==> src/rtl/switch_pkg.sv <==
// Shared definitions for the address-split switch and its merge counterpart.
// Holds the default address/data widths, the A/B address boundary and the
// packet type carried through the merge FIFOs.
package switch_pkg;

  localparam int ADDR_WIDTH = 8;
  localparam int DATA_WIDTH = 16;
  localparam int FIFO_DEPTH = 4;

  // Last address owned by port A; port B owns everything above it.
  localparam logic [ADDR_WIDTH-1:0] ADDR_DIV = 8'd100;

  typedef struct packed {
    logic [ADDR_WIDTH-1:0] addr;
    logic [DATA_WIDTH-1:0] data;
  } switch_pkt_t;

endpackage

==> src/rtl/switch_merge_fifo.sv <==
// Synchronous FIFO of switch_pkt_t used as the per-port input buffer of
// switch_merge.
// Ports:
//   clk   - clock, rising edge
//   rstn  - synchronous reset, active low (empties the FIFO)
//   push  - write din (ignored while full)
//   din   - packet to write
//   pop   - advance the read pointer (ignored while empty)
//   dout  - packet at the head of the FIFO
//   full  - no free entry
//   empty - no stored entry
module switch_merge_fifo
  import switch_pkg::*;
#(
  parameter int DEPTH = FIFO_DEPTH
) (
  input  logic        clk,
  input  logic        rstn,
  input  logic        push,
  input  switch_pkt_t din,
  input  logic        pop,
  output switch_pkt_t dout,
  output logic        full,
  output logic        empty
);

  localparam int AW = $clog2(DEPTH);

  // Pointers carry one extra wrap bit so full and empty are distinguishable.
  logic [AW:0] wr_ptr_q, wr_ptr_d;
  logic [AW:0] rd_ptr_q, rd_ptr_d;
  switch_pkt_t mem_q [DEPTH];

  logic do_push;
  logic do_pop;

  assign full  = (wr_ptr_q[AW] != rd_ptr_q[AW]) &&
                 (wr_ptr_q[AW-1:0] == rd_ptr_q[AW-1:0]);
  assign empty = (wr_ptr_q == rd_ptr_q);
  assign dout  = mem_q[rd_ptr_q[AW-1:0]];

  assign do_push = push && !full;
  assign do_pop  = pop && !empty;

  always_comb begin
    wr_ptr_d = wr_ptr_q;
    rd_ptr_d = rd_ptr_q;
    if (do_push) wr_ptr_d = wr_ptr_q + (AW+1)'(1);
    if (do_pop)  rd_ptr_d = rd_ptr_q + (AW+1)'(1);
  end

  always_ff @(posedge clk) begin
    if (!rstn) begin
      wr_ptr_q <= '0;
      rd_ptr_q <= '0;
    end else begin
      wr_ptr_q <= wr_ptr_d;
      rd_ptr_q <= rd_ptr_d;
    end
  end

  // Storage needs no reset: the pointers alone define what is valid.
  always_ff @(posedge clk) begin
    if (do_push) mem_q[wr_ptr_q[AW-1:0]] <= din;
  end

endmodule

==> src/rtl/switch_merge.sv <==
// Return-path merge of the address-split switch. Port A (addresses up to
// ADDR_DIV) and port B (addresses above ADDR_DIV) are each buffered in a
// FIFO, arbitrated round-robin and driven out through one registered
// valid/ready stage. Packets arriving on the wrong port are consumed,
// dropped and counted in a saturating error counter.
// Ports:
//   clk, rstn                 - clock (rising edge), synchronous active-low reset
//   vld_a, addr_a, data_a     - port A packet in; rdy_a = FIFO A not full
//   vld_b, addr_b, data_b     - port B packet in; rdy_b = FIFO B not full
//   vld_out, addr_out,
//   data_out, rdy_out         - registered merged output with downstream ready
//   err_cnt                   - misrouted packet count, saturates at 255
// Widths come from switch_pkg so the FIFO packet type and the ports agree.
module switch_merge
  import switch_pkg::*;
#(
  parameter logic [ADDR_WIDTH-1:0] ADDR_DIV_P = ADDR_DIV,
  parameter int                    FIFO_DEPTH_P = FIFO_DEPTH
) (
  input  logic                  clk,
  input  logic                  rstn,
  input  logic                  vld_a,
  input  logic [ADDR_WIDTH-1:0] addr_a,
  input  logic [DATA_WIDTH-1:0] data_a,
  output logic                  rdy_a,
  input  logic                  vld_b,
  input  logic [ADDR_WIDTH-1:0] addr_b,
  input  logic [DATA_WIDTH-1:0] data_b,
  output logic                  rdy_b,
  output logic                  vld_out,
  output logic [ADDR_WIDTH-1:0] addr_out,
  output logic [DATA_WIDTH-1:0] data_out,
  input  logic                  rdy_out,
  output logic [7:0]            err_cnt
);

  switch_pkt_t pkt_a, pkt_b;
  switch_pkt_t head_a, head_b;
  logic        full_a, full_b;
  logic        empty_a, empty_b;
  logic        acc_a, acc_b;
  logic        push_a, push_b;
  logic        mis_a, mis_b;
  logic        pop_a, pop_b;
  logic        load;

  logic        vld_out_q, vld_out_d;
  switch_pkt_t pkt_out_q, pkt_out_d;
  logic        last_b_q, last_b_d;   // 1: B was granted last, so A wins a tie
  logic [7:0]  err_cnt_q, err_cnt_d;
  logic [8:0]  err_sum;

  // Gated with rstn so no handshake is advertised during reset.
  assign rdy_a = rstn && !full_a;
  assign rdy_b = rstn && !full_b;

  assign acc_a  = vld_a && rdy_a;
  assign acc_b  = vld_b && rdy_b;
  assign push_a = acc_a && (addr_a <= ADDR_DIV_P);
  assign push_b = acc_b && (addr_b >  ADDR_DIV_P);
  assign mis_a  = acc_a && !(addr_a <= ADDR_DIV_P);
  assign mis_b  = acc_b && !(addr_b >  ADDR_DIV_P);

  assign pkt_a = '{addr: addr_a, data: data_a};
  assign pkt_b = '{addr: addr_b, data: data_b};

  switch_merge_fifo #(.DEPTH(FIFO_DEPTH_P)) u_fifo_a (
    .clk   (clk),
    .rstn  (rstn),
    .push  (push_a),
    .din   (pkt_a),
    .pop   (pop_a),
    .dout  (head_a),
    .full  (full_a),
    .empty (empty_a)
  );

  switch_merge_fifo #(.DEPTH(FIFO_DEPTH_P)) u_fifo_b (
    .clk   (clk),
    .rstn  (rstn),
    .push  (push_b),
    .din   (pkt_b),
    .pop   (pop_b),
    .dout  (head_b),
    .full  (full_b),
    .empty (empty_b)
  );

  // The output register can take a new packet when empty or when its
  // current packet is handed off this cycle.
  assign load = !vld_out_q || rdy_out;

  always_comb begin
    pop_a     = 1'b0;
    pop_b     = 1'b0;
    vld_out_d = vld_out_q;
    pkt_out_d = pkt_out_q;
    last_b_d  = last_b_q;

    if (load) begin
      if (!empty_a && !empty_b) begin
        pop_a = last_b_q;
        pop_b = !last_b_q;
      end else begin
        pop_a = !empty_a;
        pop_b = !empty_b;
      end

      vld_out_d = pop_a || pop_b;
      if (pop_a) begin
        pkt_out_d = head_a;
        last_b_d  = 1'b0;
      end else if (pop_b) begin
        pkt_out_d = head_b;
        last_b_d  = 1'b1;
      end
    end
  end

  // Both ports may misroute in the same cycle, so add up to 2 and clamp.
  always_comb begin
    err_sum   = {1'b0, err_cnt_q} + {8'b0, mis_a} + {8'b0, mis_b};
    err_cnt_d = err_sum[8] ? 8'hFF : err_sum[7:0];
  end

  always_ff @(posedge clk) begin
    if (!rstn) begin
      vld_out_q <= 1'b0;
      pkt_out_q <= '0;
      last_b_q  <= 1'b1;
      err_cnt_q <= '0;
    end else begin
      vld_out_q <= vld_out_d;
      pkt_out_q <= pkt_out_d;
      last_b_q  <= last_b_d;
      err_cnt_q <= err_cnt_d;
    end
  end

  assign vld_out  = vld_out_q;
  assign addr_out = pkt_out_q.addr;
  assign data_out = pkt_out_q.data;
  assign err_cnt  = err_cnt_q;

endmodule
==> config.mk <==
export PLATFORM = sky130hd
export DESIGN_NAME = switch_merge
export DESIGN_NICKNAME = d
export VERILOG_FILES = /design/src/rtl/switch_pkg.sv /design/src/rtl/switch_merge_fifo.sv /design/src/rtl/switch_merge.sv
export SDC_FILE = /design/constraint.sdc
export NUM_CORES = 1
export LEC_CHECK = 0
export ABC_CLOCK_PERIOD_IN_PS = 6500
export BUFFER_PORTS_ARGS = -buffer_cell sky130_fd_sc_hd__buf_2
export CAP_MARGIN = 20
export CORE_UTILIZATION = 55
export CTS_BUF_LIST = sky130_fd_sc_hd__clkbuf_4
export DETAILED_ROUTE_END_ITERATION = 12
export GPL_TIMING_DRIVEN = 0
export PLACE_DENSITY = 0.83
export SETUP_SLACK_MARGIN = 0.1
export SYNTH_ARGS = -nofsm -noshare
export SYNTH_HDL_FRONTEND = slang
export SYNTH_SLANG_ARGS = --single-unit
==> constraint.sdc <==
create_clock -name clk -period 6.5 [get_ports clk]
set_input_delay 1.3 -clock clk [delete_from_list [all_inputs] [get_ports clk]]
set_output_delay 1.3 -clock clk [all_outputs]
set_load 0.02 [all_outputs]
# After elaboration in Yosys (flattened, before gate mapping)
# Memories as Yosys holds them, arrays and structs flattened. A register that Yosys moved wholly into a read port is not among the register bits.
# Cells that the tools add are included.
# classes
n_eq_ne	6
muxes	19
order_cmp	2
addsub	6
n_reduce_logical	27
# op_table
operator	n
two-way mux 24 bit	2
logical AND 1 bit	15
adder 3 x 1 -> 3 bit (second input constant)	4
two-way mux 1 bit	12
adder 8 x 1 -> 9 bit	1
adder 9 x 1 -> 9 bit	1
greater-than comparator 8 x 7 -> 1 bit (second input constant)	1
<= comparator 8 x 7 -> 1 bit (second input constant)	1
zero test 1 bit	8
two-way mux 2 bit	4
two-way mux 8 bit	1
== test 3 bit	2
== test 2 bit	2
logical OR 1 bit	2
inequality test 1 bit	2
AND reduction 2 bit	1
nonzero test 2 bit	1
# totals
n_memories	2
out_inout_bits	35
mem_bits_rw	192
in_bits	53
elab_cells	71
reg_bits	46
# mem_list
name	words	width	read_ports	rd_ports_with_merged_regs	write_ports	line_no	text
u_fifo_a.mem_q	4	24	1	1	1	switch_merge_fifo.sv:32	switch_pkt_t mem_q [DEPTH];
u_fifo_b.mem_q	4	24	1	1	1	switch_merge_fifo.sv:32	

# Longest topological paths before layout
# depth
word_depth	9
ltp_mapped	11
mapped_depth_nobuf	11

# Modules after synthesis
# From an unflattened synthesis, not the netlist that was laid out.
# hier_totals
cells_unflattened	594
hier_area_um2	9753.1
# by_module_without_submodules
module	area_per_inst_um2	instances	cells_per_inst	seq_area_each_um2
switch_merge_fifo	4031.4	2	194	3042.9
switch_merge	1690.4	1	206	680.7

# Least setup slack after synthesis
# No wires, ideal clock.
# synth_path
path_kind	input to register
from	input port addr_a[1]
to	memory u_fifo_a.mem_q[3][0] (netlist name), enable pin
path_stages	3
required_time_ps	6076
path_buffers	0
setup_ps	424
arrival_ps	3102
slack_ps	2974
path_cell_list	o21ai_0 a21oi_1 nor4b_2
# synth_between
elab_chain_cells	5
# synth_rtl
element	line_no	text
start: declaration	switch_merge.sv:23	input logic [ADDR_WIDTH-1:0] addr_a,
<= comparator 8 x 7 -> 1 bit	switch_merge.sv:59	assign push_a = acc_a && (addr_a <= ADDR_DIV_P);
logical AND 1 bit	switch_merge.sv:59	
logical AND 1 bit	switch_merge_fifo.sv:42	assign do_push = push && !full;
two-way mux 1 bit	switch_merge_fifo.sv:64	if (do_push) mem_q[wr_ptr_q[AW-1:0]] <= din;
two-way mux 1 bit (not written as such)	switch_merge_fifo.sv:64	
end: declaration	switch_merge_fifo.sv:32	
# Every way passes these cells.

# Worst setup path after layout
# layout_path
from	input port rstn
to	output port rdy_b
# layout_between
elab_chain_cells	1
# layout_rtl
element	line_no	text
start: declaration	switch_merge.sv:21	input logic rstn,
logical AND 1 bit	switch_merge.sv:55	assign rdy_b = rstn && !full_b;
end: declaration	switch_merge.sv:29	output logic rdy_b,
# Every way passes these cells.

==> flow_metrics.env <==
export IMPL_antenna_found_initial=1
export IMPL_min_period_over_period_pct=63.3
export IMPL_use_met2_pct=38.4
export IMPL_worstSetupStartpointType="input port"
export IMPL_worst_pin_slew_ps=950
export IMPL_clock_root_buffer="clkbuf_4"
export IMPL_p_per_area_nw_per_um2=378
export IMPL_post_place_ws_ps=2450
export IMPL_place_hpwl_mm=14.3
export IMPL_cts_tree="built"
export IMPL_htree_levels=2
export IMPL_min_path_cells=2
export IMPL_yosys_cell_count_top_type="edfxtp_1"
export IMPL_remaining_drc_errors=0
export IMPL_fin_nets=802
export IMPL_worstHoldEndpoint="data_out[3]$_SDFFE_PN0P_"
export IMPL_async_flop_share_pct=0
export IMPL_power_leakage_nw=4.08
export IMPL_synthToLayoutAreaGrowth_pct=16.5
export IMPL_ys_seq_elements=242
export IMPL_synth_edf_count=192
export IMPL_synth_distinct_cells=43
export IMPL_ys_warn_count=0
export IMPL_fin_crit_ps=4120
export IMPL_finalWorstSetupSlack_ps=2380
export IMPL_status="finished clean"
export IMPL_r2r_slack_ps=3400
export IMPL_maxCapViolations=0
export IMPL_clock_latency_ps=670
export IMPL_setup_viol=0
export IMPL_postCtsHoldBufs=0
export IMPL_top_usage_layer="met2"
export IMPL_synthCells=580
export IMPL_vias=6047
export IMPL_grt_pass1_wl_mm=32.3
export IMPL_slew_violations=0
export IMPL_clkTransAtPathRegs_ps=60
export IMPL_clock_sinks=242
export IMPL_yosys_top_cells_count="192 x edfxtp_1, 50 x dfxtp_1, 48 x mux4_2, 35 x inv_1, 28 x a221oi_1"
export IMPL_synth_seq_area_share_pct=67.8
export IMPL_syn_nets=645
export IMPL_final_cell_count_no_fill=1006
export IMPL_cts_buffers=60
export IMPL_end_kind="primary output"
export IMPL_hold_path_class="register to register"
export IMPL_dp_cells=899
export IMPL_synth_top_cell_by_area="edfxtp_1"
export IMPL_synth_top_area_share_pct=57.8
export IMPL_ir_worst_vdd_v=0.000312
export IMPL_hold_viol_final=0
export IMPL_slew_headroom_pct=36.4
export IMPL_min_from="data_out[3]$_SDFFE_PN0P_"
export IMPL_viasPerCell=6.01
export IMPL_dieArea_sq_um=18700
export IMPL_gr_total_overflow=0
export IMPL_fin_tns_setup_ps=0
export IMPL_gp_congestion=0.826
export IMPL_grt_pass1_vias=6304
export IMPL_crit_fanout=10
export IMPL_drtIter0Drc=455
export IMPL_std_cell_rows=48
export IMPL_grt_max_degree=25
export IMPL_met3_usage_pct=5.52
export IMPL_synth_area_leaders="edfxtp_1 58%, mux4_2 11%, dfxtp_1 10%"
export IMPL_routed_wl_mm=20.6
export IMPL_rr_worst_depth=10
export IMPL_fin_util_pct=66.3
export IMPL_core_area_sq_um=17500
export IMPL_ant_nets=0
export IMPL_fill_cells=1207
export IMPL_fmax_mhz=243
export IMPL_rsz0062_at_grt="false"
export IMPL_ios=88
export IMPL_timing_rr_end="err_cnt[5]$_SDFF_PN0_"
export IMPL_syn_avg_cell_area_sq_um=17.2
export IMPL_drive_gt1_share_pct=36.9
export IMPL_cp_required_ps=5200
export IMPL_die_w_microns=137
export IMPL_post_cts_buffers=0
export IMPL_clockBufferDepth=3
export IMPL_synth_top_flop_cell="edfxtp_1"
export IMPL_critPathKind="input port to primary output"
export IMPL_io_buffers=87
export IMPL_syn_area_sq_um=9980
export IMPL_arrival_ps=2820
export IMPL_initial_utilization_pct=56.9
export IMPL_cts_repair_resize_count=0
export IMPL_track_usage_pct=23.4
export IMPL_die_y_microns=137
export IMPL_fin_skew_ps=26.1
export IMPL_routedWlPerCell_microns=20.4
export IMPL_drt_pass1_iter_count=5
export IMPL_use_met1_pct=29.9
export IMPL_r2r_start="u_fifo_a.wr_ptr_q[0]$_SDFFE_PN0P_"
## state kept, by name (all words and copies together) (netlist names), named ones only
register           cells
u_fifo_a.rd_ptr_q      3
err_cnt                8
u_fifo_b.mem_q        96
last_b_q               1
u_fifo_b.rd_ptr_q      3
data_out              16
u_fifo_a.mem_q        96
vld_out                1
u_fifo_b.wr_ptr_q      3
addr_out               8
u_fifo_a.wr_ptr_q      3
## where the power goes
group	internal (mW)	switching [mW]
clock	0.677	0.561
combinational	0.553	0.760
sequential	1.77	0.0682
total	3.00	1.39
## cells by family (layout without fill, tap and decap cells)
logic type	after synthesis	count (layout)	share of synthesized area, %
AOI/OAI and AO/OA	125	125	10.8
DFF	242	242	67.8
xor gates and xnor gates	12	12	1.50
buffers and inverters	76	276	3.22
adders and majority gates	12	12	1.58
other	0	1	0
and+or+nand+nor	54	54	3.18
muxes	59	59	11.9
## final cells by class
cell class / count / area (sq um) / share of cell area [%]
Tap cell: 225 / 282 / 2.42
Buffer: 41 / 190 / 1.64
Clock buffer: 92 / 691 / 5.94
Sequential cell: 242 / 6770 / 58.2
Timing Repair Buffer: 95 / 589 / 5.07
Antenna cell: 1 / 2.50 / 0.0215
Multi-Input combinational cell: 262 / 2900 / 24.9
Clock inverter: 13 / 76.3 / 0.656
Inverter: 35 / 131 / 1.13
## cell usage in the layout (no fill, tap or decap), types with 20 or more instances in the layout
master,Yosys,final
edfxtp_1,192,192
buf_2,14,101
clkbuf_4,0,92
dfxtp_1,50,50
mux4_2,48,48
inv_1,35,35
a221oi_1,28,28
o21ai_0,27,27
o31a_1,26,26
clkbuf_1,22,22
a221oi_2,20,20
## stage by stage
| step | hold WS [ps] | total power, mW | area (sq um) |
|---|---|---|---|
| floorplan | 493 | 2.83 | 9980 |
| global placement | 465 | 3.12 | 10700 |
| detailed placement | 464 | 3.17 | 10800 |
| CTS | 473 | 4.41 | 11600 |
| global route | 507 | 4.61 | 11600 |
| finish | 471 | 4.39 | 11600 |
## worst max path at each step
| stage | start | end | slack [ps] | cells after the start |
|---|---|---|---|---|
| floorplan | addr_a[1] | u_fifo_a.mem_q[3][0]$_DFFE_PP_ | 2970 | 3 |
| global placement | addr_a[1] | u_fifo_a.mem_q[3][11]$_DFFE_PP_ | 1790 | 4 |
| detailed placement | rstn | rdy_b | 2450 | 6 |
| CTS | rstn | rdy_b | 2430 | 6 |
| global route | rstn | rdy_b | 2320 | 6 |
| finish | rstn | rdy_b | 2380 | 6 |
## per-layer routing
metal / vias up / share of wire (%)
met2: 260 / 51
met1: 3044 / 40
met4: 0 / 2.3
li1: 2702 / -
met3: 41 / 7.1
met5: - / 0
## critical path: stages
cell	delay (ps)
buf_2	160
inv_1	100
clkbuf_1	530
clkbuf_1	420
nor2_1	110
buf_2	180
Power figures use the tool's default switching activity.
